### config.mk
export PLATFORM = sky130hd
export DESIGN_NAME = vptimer_multi_flat
export DESIGN_NICKNAME = d
export VERILOG_FILES = /design/src/rtl/vptimer_multi_if.sv /design/src/rtl/vptimer_multi.sv /design/src/flat_wrapper.sv
export SDC_FILE = /design/constraint.sdc
export NUM_CORES = 1
export LEC_CHECK = 0
export ABC_AREA = 1
export BUFFER_PORTS_ARGS = -buffer_cell sky130_fd_sc_hd__buf_2
export CAP_MARGIN = 20
export CORE_ASPECT_RATIO = 1.25
export CORE_MARGIN = 2
export CORE_UTILIZATION = 55
export DETAILED_ROUTE_END_ITERATION = 8
export HOLD_SLACK_MARGIN = 0.1
export PLACE_DENSITY_LB_ADDON = 0.1
export SLEW_MARGIN = 20
export SYNTH_ARGS = -nofsm -noshare
export SYNTH_HDL_FRONTEND = slang
export SYNTH_SLANG_ARGS = --single-unit
### constraint.sdc
create_clock -name clk -period 3.7 [get_ports clk]
set_clock_uncertainty 0.2 [all_clocks]
set_input_delay 0.74 -clock clk [delete_from_list [all_inputs] [get_ports clk]]
set_output_delay 0.74 -clock clk [all_outputs]
set_load 0.01 [all_outputs]
### src/rtl/vptimer_multi_if.sv
// Peripheral register bus shared by the BK timer family: clock-enabled
// read/write strobes, word address, write data and registered read data.
`timescale 1ns/1ps
interface vptimer_multi_if #(
    parameter int ADDR_W = 3
);
    logic              ce;
    logic              regwr;
    logic              regrd;
    logic [ADDR_W-1:0] addr;
    logic [15:0]       data_i;
    logic [15:0]       data_o;

    modport master (output ce, regwr, regrd, addr, data_i, input data_o);
    modport slave  (input ce, regwr, regrd, addr, data_i, output data_o);
endinterface

### src/rtl/vptimer_multi.sv
// Multi-channel system timer: CHANNELS down-counters sharing one timebase,
// each with prescale select, one-shot/periodic mode, sticky READY/OVR flags,
// a level interrupt and a one-cycle expiry pulse. PS=11 cascades channel n
// off the expiries of channel n-1 (channel 0 uses the /64 timebase).
`timescale 1ns/1ps
module vptimer_multi #(
    parameter int CHANNELS = 2,
    parameter int WIDTH    = 16,
    parameter int TICKDIV  = 1067,
    parameter int ADDR_W   = 3
) (
    input  logic                clk,
    input  logic                reset,
    vptimer_multi_if.slave      bus,
    output logic [CHANNELS-1:0] irq,
    output logic [CHANNELS-1:0] expire
);

    localparam int               DIV_W    = $clog2(TICKDIV);
    localparam logic [DIV_W-1:0] DIV_LAST = DIV_W'(TICKDIV - 1);

    typedef enum logic [1:0] {
        REG_RELOAD  = 2'd0,
        REG_COUNTER = 2'd1,
        REG_CTRL    = 2'd2,
        REG_RSVD    = 2'd3
    } reg_e;

    typedef enum logic [1:0] {
        PS_DIV1  = 2'd0,
        PS_DIV4  = 2'd1,
        PS_DIV16 = 2'd2,
        PS_CHAIN = 2'd3
    } ps_e;

    // Field order matches CONTROL[4:0]: PS[4:3], IRQEN[2], ONESHOT[1], RUN[0].
    typedef struct packed {
        ps_e  ps;
        logic irqen;
        logic oneshot;
        logic run;
    } ctrl_t;

    // Timebase
    logic [DIV_W-1:0] div_q;
    logic [5:0]       pre_q;
    logic             tick;
    logic             base64;

    // Per-channel state
    logic [WIDTH-1:0] counter_q [CHANNELS];
    logic [WIDTH-1:0] reload_q  [CHANNELS];
    ctrl_t            ctrl_q    [CHANNELS];
    logic [CHANNELS-1:0] ready_q;
    logic [CHANNELS-1:0] ovr_q;

    // Bus decode and per-channel strobes
    logic              wr_en;
    logic              rd_en;
    logic [ADDR_W-1:0] ch_sel;
    reg_e              reg_sel;
    logic [CHANNELS-1:0] chain_src;
    logic [CHANNELS-1:0] wr_reload;
    logic [CHANNELS-1:0] wr_counter;
    logic [CHANNELS-1:0] wr_ctrl;
    logic [CHANNELS-1:0] rd_stat;
    logic [CHANNELS-1:0] tock;
    logic [CHANNELS-1:0] cnt_en;
    logic [CHANNELS-1:0] expiry;
    logic [15:0]         rd_data;

    // Base tick: one-cycle pulse whenever the divider sits at zero.
    always_comb begin
        tick = (div_q == '0);
    end

    // Free-running divider and 6-bit prescaler; independent of the bus enable.
    // NOTE: every clocked block uses non-blocking assignments so that all
    // registers sample pre-edge values regardless of block ordering.
    always_ff @(posedge clk or posedge reset) begin
        if (reset) begin
            div_q <= '0;
            pre_q <= '0;
        end else if (tick) begin
            div_q <= DIV_LAST;
            pre_q <= pre_q + 6'd1;
        end else begin
            div_q <= div_q - DIV_W'(1);
        end
    end

    // Decode bus access and derive per-channel count enables and expiries.
    // NOTE: every output of this block gets a default before any branch,
    // otherwise unassigned paths would infer latches.
    always_comb begin
        wr_en      = bus.ce & bus.regwr;
        rd_en      = bus.ce & bus.regrd & ~bus.regwr;
        ch_sel     = bus.addr >> 2;
        reg_sel    = reg_e'(bus.addr[1:0]);
        base64     = tick & (pre_q == 6'd0);
        // Bit 0 is the /64 timebase for channel 0; bit n is expire[n-1].
        chain_src  = CHANNELS'({expire, base64});
        wr_reload  = '0;
        wr_counter = '0;
        wr_ctrl    = '0;
        rd_stat    = '0;
        tock       = '0;
        cnt_en     = '0;
        expiry     = '0;
        for (int i = 0; i < CHANNELS; i++) begin
            if (ch_sel == ADDR_W'(i)) begin
                wr_reload[i]  = wr_en & (reg_sel == REG_RELOAD);
                wr_counter[i] = wr_en & (reg_sel == REG_COUNTER);
                wr_ctrl[i]    = wr_en & (reg_sel == REG_CTRL);
                rd_stat[i]    = rd_en & (reg_sel == REG_CTRL);
            end
            case (ctrl_q[i].ps)
                PS_DIV1:  tock[i] = tick;
                PS_DIV4:  tock[i] = tick & (pre_q[1:0] == 2'd0);
                PS_DIV16: tock[i] = tick & (pre_q[3:0] == 4'd0);
                default:  tock[i] = chain_src[i];
            endcase
            // A counter write in the same cycle swallows the tock entirely.
            cnt_en[i] = ctrl_q[i].run & tock[i] & ~wr_counter[i];
            expiry[i] = cnt_en[i] & (counter_q[i] == WIDTH'(1));
        end
    end

    // Register read mux; unmapped channels and the reserved slot read zero.
    always_comb begin
        rd_data = '0;
        for (int i = 0; i < CHANNELS; i++) begin
            if (ch_sel == ADDR_W'(i)) begin
                case (reg_sel)
                    REG_RELOAD:  rd_data = 16'(reload_q[i]);
                    REG_COUNTER: rd_data = 16'(counter_q[i]);
                    REG_CTRL:    rd_data = {8'hff, ready_q[i], ovr_q[i], 1'b0, ctrl_q[i]};
                    default:     rd_data = '0;
                endcase
            end
        end
    end

    // Per-channel counters, control, sticky flags, expiry pulse and irq.
    // NOTE: the per-channel arrays are a handful of flops, not RAM, so they
    // take the asynchronous reset like every other register.
    always_ff @(posedge clk or posedge reset) begin
        if (reset) begin
            for (int i = 0; i < CHANNELS; i++) begin
                counter_q[i] <= '0;
                reload_q[i]  <= '0;
                ctrl_q[i]    <= '0;
            end
            ready_q <= '0;
            ovr_q   <= '0;
            expire  <= '0;
            irq     <= '0;
        end else begin
            for (int i = 0; i < CHANNELS; i++) begin
                expire[i] <= expiry[i];
                irq[i]    <= ready_q[i] & ctrl_q[i].irqen;

                if (wr_reload[i]) begin
                    reload_q[i] <= bus.data_i[WIDTH-1:0];
                end

                if (wr_counter[i]) begin
                    counter_q[i] <= bus.data_i[WIDTH-1:0];
                end else if (cnt_en[i]) begin
                    if (counter_q[i] > WIDTH'(1)) begin
                        counter_q[i] <= counter_q[i] - WIDTH'(1);
                    end else begin
                        // Expiry (==1) and idle (==0) both reload in
                        // periodic mode and park at zero in one-shot mode.
                        counter_q[i] <= ctrl_q[i].oneshot ? '0 : reload_q[i];
                    end
                end

                // A same-cycle CONTROL write wins over the one-shot RUN clear.
                if (wr_ctrl[i]) begin
                    ctrl_q[i] <= ctrl_t'(bus.data_i[4:0]);
                end else if (expiry[i] & ctrl_q[i].oneshot) begin
                    ctrl_q[i].run <= 1'b0;
                end

                // Status read clears the flags unless an expiry sets them now.
                ready_q[i] <= expiry[i] | (ready_q[i] & ~rd_stat[i]);
                ovr_q[i]   <= (expiry[i] & ready_q[i]) | (ovr_q[i] & ~rd_stat[i]);
            end
        end
    end

    // Registered read data: updates only on a read access, holds otherwise.
    always_ff @(posedge clk or posedge reset) begin
        if (reset) begin
            bus.data_o <= '0;
        end else if (rd_en) begin
            bus.data_o <= rd_data;
        end
    end

endmodule
### src/flat_wrapper.sv
// flat-port wrapper written by rule: the top's interface ports become plain ports
module vptimer_multi_flat 
#(
    parameter int CHANNELS = 2,
    parameter int WIDTH    = 16,
    parameter int TICKDIV  = 1067,
    parameter int ADDR_W   = 3
)
  (clk, reset, irq, expire, bus_ce, bus_regwr, bus_regrd, bus_addr, bus_data_i, bus_data_o);
  vptimer_multi_if #(.ADDR_W(ADDR_W)) bus_i ();
  input  logic clk;
  input  logic reset;
  output logic [CHANNELS-1:0] irq;
  output logic [CHANNELS-1:0] expire;
  input wire logic [$bits(bus_i.ce)-1:0] bus_ce;
  input wire logic [$bits(bus_i.regwr)-1:0] bus_regwr;
  input wire logic [$bits(bus_i.regrd)-1:0] bus_regrd;
  input wire logic [$bits(bus_i.addr)-1:0] bus_addr;
  input wire logic [$bits(bus_i.data_i)-1:0] bus_data_i;
  output wire logic [$bits(bus_i.data_o)-1:0] bus_data_o;
  assign bus_i.ce = bus_ce;
  assign bus_i.regwr = bus_regwr;
  assign bus_i.regrd = bus_regrd;
  assign bus_i.addr = bus_addr;
  assign bus_i.data_i = bus_data_i;
  assign bus_data_o = bus_i.data_o;
  vptimer_multi #(.CHANNELS(CHANNELS), .WIDTH(WIDTH), .TICKDIV(TICKDIV), .ADDR_W(ADDR_W)) u_core (.clk(clk), .reset(reset), .bus(bus_i), .irq(irq), .expire(expire));
endmodule
# == Yosys cells after proc, flatten, opt, wreduce, memory -nomap -nowiden ==
# Cells that the tools add are included.
# word_totals
ff_bits,115
input_bits,24
out_inout_bits,20
elab_cells,107
# classes
add_sub_neg,4
magnitude_cmp,2
n_eq_ne,8
n_mux,27
bitwise,35
n_reduce_logical,12
# ops
op,count
$mux 16,10
$pmux 16 s3,2
$eq 16x1->1 const B,2
$gt 16x1->1 const B,2
$sub 16x1->16 const B,2
$and 1x1->1,26
$mux 1,12
$logic_not 11->1,1
$mux 11,1
$sub 11x1->11 const B,1
$logic_not 2->1,4
$reduce_bool 2->1,4
$add 6x1->6 const B,1
$eq 2x1->1 const B,3
$eq 2x2->1 const B,3
$logic_not 6->1,1
$pmux 1 s3,2
$not 1->1,5
$logic_not 4->1,1
$or 1x1->1,4
$logic_not 3->1,1

# == Logic depth before layout (Yosys ltp) ==
# depth
word_depth,9
ltp_mapped,13
mapped_depth_nobuf,12

# == Worst setup path after synthesis ==
# Ideal clock, no wire load.
# synth_path
kind,input to register
startpoint,in bus_addr[1]
endpoint,reg u_core.bus.data_o[15]
setup_time_ps,122
arrival_ps,1710
required_time_ps,3378
slack_ps,1669
stages,6
n_path_buf,1
path_cell_list,nor2_2 > inv_1 > buf_2 > o22ai_1 > nand2_1 > a32o_1
# synth_between
elab_chain_len,4
elab_cells_between_ends,7
classes_between,eq/ne: 2; mux: 4; reduce/logical: 1
# synth_rtl
item,line_no,text
from (decl),flat_wrapper.sv:18,input wire logic [$bits(bus_i.addr)-1:0] bus_addr;
"$eq 2x2->1, or another cell as far along",vptimer_multi.sv:134,case (reg_sel)
$pmux 16 s3,vptimer_multi.sv:134,
$mux 16,vptimer_multi.sv:133,if (ch_sel == ADDR_W'(i)) begin
$mux 16 *,vptimer_multi.sv:133,
to (signal assigned),vptimer_multi.sv:198,bus.data_o <= rd_data;
to (decl),vptimer_multi_if.sv:15,"modport slave (input ce, regwr, regrd, addr, data_i, output data_o);"
# Mark *: on every way between the ends. The rest lies on a longest branch, timed or not.
# A chain may end at the register's enable or synchronous reset.

# == Worst setup path in the final report ==
# layout_path
startpoint,reg u_core.counter_q[16] in the netlist's numbering
endpoint,reg u_core.counter_q[28] in the netlist's numbering
# layout_between
elab_chain_len,4
elab_cells_between_ends,5
classes_between,add/sub: 1; order compare: 1; mux: 3
# layout_rtl
item,line_no,text
from (decl),vptimer_multi.sv:51,logic [WIDTH-1:0] counter_q [CHANNELS];
"from (signal, indexed assignment)",vptimer_multi.sv:168,counter_q[i] <= bus.data_i[WIDTH-1:0];
"from (signal, indexed assignment)",vptimer_multi.sv:171,counter_q[i] <= counter_q[i] - WIDTH'(1);
"from (signal, indexed assignment)",vptimer_multi.sv:175,counter_q[i] <= ctrl_q[i].oneshot ? '0 : reload_q[i];
$sub 16x1->16 or $gt 16x1->1 (tied branches),"vptimer_multi.sv:171, vptimer_multi.sv:170",
$mux 16 *,vptimer_multi.sv:170,if (counter_q[i] > WIDTH'(1)) begin
$mux 16 *,vptimer_multi.sv:169,end else if (cnt_en[i]) begin
$mux 16 *,vptimer_multi.sv:167,if (wr_counter[i]) begin
# Mark *: on every way between the ends. The rest lies on a longest branch, timed or not. The select of a mux whose other input is x is not followed.

==> impl_metrics.toml <==
[cts]
clock-sinks = 115
cts-root-buf = "clkbuf_16"
clkTransAtPathRegs_ns = 0.05
cts_setup_buffers = 0
cts_made_buffers = 17
clock_latency_ns = 0.43
cts_buffer_depth = 2
cts_tree = "yes"
htreeDepth = 4
cts_resized = 0
hold_buffers = 0

[sta]
holdWs_ns = 0.142
period_share = 0.712
fmax_mhz = 380
final_max_slew_viol_count = 0
tightestPinTransition_ns = 0.732
rsz0062_at_grt = "no"
finalHoldViolations = 0
period_needed_ns = 2.63
setup_viol = 0
slew_headroom = 0.511
fin_tns_setup_ns = 0

[critical_path]
crit_top_cell = "nand2_1"
cp_max_fo = 27
cp_data_arrival_time_ns = 2.74
critical-path-top-delay-family = "simple AND/OR/NAND/NOR gates"
worstSetupPathType = "register to register"
critPathBufInv = 3
endpoint = "u_core.counter_q[28]"
critPathCaptureType = "register"
critPathLaunchType = "register"
reg2reg_slack_ns = 1.07
cp_data_required_time_ns = 3.80
slowest_delay_ns = 0.55
reg2reg_depth = 11
crit_slowest_cell = "a21boi_4"
rr_startpoint = "u_core.counter_q[16]"
cp_cell_sequence = "inv_1 > ha_1 > nand2_2 > nor2_4 > inv_2 > a21boi_4 > inv_1 > nand2_1 > nand2_1 > nand2_1 > nand3_1"
crit_cells = 11
critPathLaunch = "u_core.counter_q[16]"
timing.rr.end = "u_core.counter_q[28]"

[global_route]
antenna_found_initial = 0
grt_max_degree = 97
gr-total-overflow = 0
grt_usage = 0.307
grt_pass1_vias = 5914
grt_first_pass_wirelength_um = 30200

[logic_synthesis]
ys_async_sr_fraction = 1.00
synth.most_common_cell = "nand2_1"
synth_seq_cells = 115
synthTopCellsByCount = "276 x nand2_1, 115 x dfrtp_1, 90 x nand3_1"
yosys_warnings = 0
synth_area_leaders = "dfrtp_1 44%, nand2_1 16%, nand3_1 6.9%"
synthesis.area_um2 = 6550
synthesis.nets = 898
yosysSeqAreaShare = 0.439
synth.avg_cell_area_um2 = 7.56
synth_flop_cell = "dfrtp_1"
ys_types = 37
synthCells = 867
yosysTopAreaCellShare = 0.439
synth_edf_count = 0
yosysTopAreaCell = "dfrtp_1"

[drt]
dr.pass1.iters = 5
via_per_inst = 5.81
finalWirelength_um = 18600
drc = 0
num_vias = 6271
ant_nets = 0
drt-initial-drc-count = 607
wl_per_cell_um = 17.2

[floorplan]
top_level_ports = 44
core-area_um2 = 11600
die_w_um = 102
die_y_um = 126
start_util = 0.564
dieArea_um2 = 12800
row_count = 44

[power_and_ir_drop]
power_w = 0.00498
cell_internal_pwr_w = 0.00307
p_sw_w = 0.00191
p_seq_frac = 0.386
peakVddDrop_v = 0.000342
p_leak_nw = 3.60
sw_frac_of_total = 0.383
clock_power_share = 0.297
comb_power_share = 0.317
p_per_area_nw_per_um2 = 672

[status]
status = "complete, no violations"

[flow_run]
max_cap_viol_count = 0

[finish]
fill_cells = 1039
multi_input_area_um2 = 3190
final_core_util = 0.638
area_growth_pct = 13.1
diodes = 0
drive_gt1_frac = 0.120
seqCellArea_um2 = 2880
nNetsFinal = 939

[place]
gp_congestion = 1.04
portBuffers = 43
dpl.hpwl_um = 13400

[worst_hold_path]
hp-class = "input pin to asynchronous set/reset pin"
-- layout make-up --
type	instances	area share
Clock buffer	22	0.0626
Clock inverter	7	0.00810
Inverter	85	0.0435
Multi-Input combinational cell	637	0.431
Sequential cell	115	0.388
Tap cell	161	0.0272
Timing Repair Buffer	52	0.0398
-- how the worst min path moves through the flow --
stage,start,to,cells after the start
2_1_floorplan,u_core.div_q[0],u_core.div_q[0],1
3_3_place_gp,u_core.div_q[0],u_core.div_q[0],1
3_5_place_dp,u_core.div_q[0],u_core.div_q[0],1
4_1_cts,reset,u_core.irq[1],2
5_1_grt,reset,u_core.irq[1],2
6_report,reset,u_core.irq[1],2
-- placed cells by master (no fill, tap or decap), types with 3 or more instances in the layout --
master and instances:
nand2_1 276, dfrtp_1 115, nand3_1 90, inv_1 77
o21ai_0 63, nor2_1 50, buf_2 43, xor2_1 21
o22ai_1 17, clkbuf_16 17, a21oi_1 16, nor2_2 12
nor3_1 12, a32o_1 11, nand4_1 10, o21ai_1 10
o221ai_1 8, buf_4 8, ha_1 7, clkinv_2 6
xnor2_1 5, inv_2 4, nand2_2 4, o211ai_1 4
nor2_4 3, nand3_2 3, clkinv_1 3, o2111ai_1 3
clkbuf_1 3
-- power by group through the flow --
stage          registers (W)  clock network (W)  logic (W)
2_1_floorplan        0.00183                  0    0.00120
3_3_place_gp         0.00191                  0    0.00151
3_5_place_dp         0.00192                  0    0.00154
4_1_cts              0.00191            0.00149    0.00156
5_1_grt              0.00195            0.00155    0.00180
6_report             0.00192            0.00148    0.00158
-- state kept, by name, indices dropped and copies added (netlist names) --
name and flops:
u_core.bus.data_o 16, u_core.counter_q 32, u_core.ctrl_q 10, u_core.div_q 11, u_core.expire 2, u_core.irq 2
u_core.ovr_q 2, u_core.pre_q 6, u_core.ready_q 2, u_core.reload_q 32
-- routing by layer --
layer | vias up | global-route usage | wire (µm)
met5 | - | 0 | 0
met4 | 0 | 0.117 | 490
met3 | 46 | 0.0799 | 1560
met2 | 271 | 0.470 | 8930
met1 | 3013 | 0.416 | 7630
li1 | 2941 | - | -
-- logic make-up (layout without fill, tap and decap cells) --
| kind of cell | after synthesis | after routing | synth area share |
|---|---|---|---|
| AND/OR/NAND/NOR | 466 | 466 | 0.310 |
| AO/OA/AOI/OAI | 138 | 138 | 0.129 |
| flip-flops | 115 | 115 | 0.439 |
| buffers and inverters | 115 | 166 | 0.0739 |
| XOR/XNOR | 26 | 26 | 0.0347 |
| adder cells (fa/ha/maj) | 7 | 7 | 0.0134 |
-- stage by stage --
stage | area, µm² | std cells | worst slack, ns
2_1_floorplan | 6560 | 867 | 1.36
6_report | 7410 | 1079 | 1.07
3_5_place_dp | 6890 | 1050 | 0.933
4_1_cts | 7410 | 1079 | 1.06
3_3_place_gp | 6890 | 1050 | 0.940
5_1_grt | 7410 | 1079 | 0.774
(Power assumes the default switching activity.)
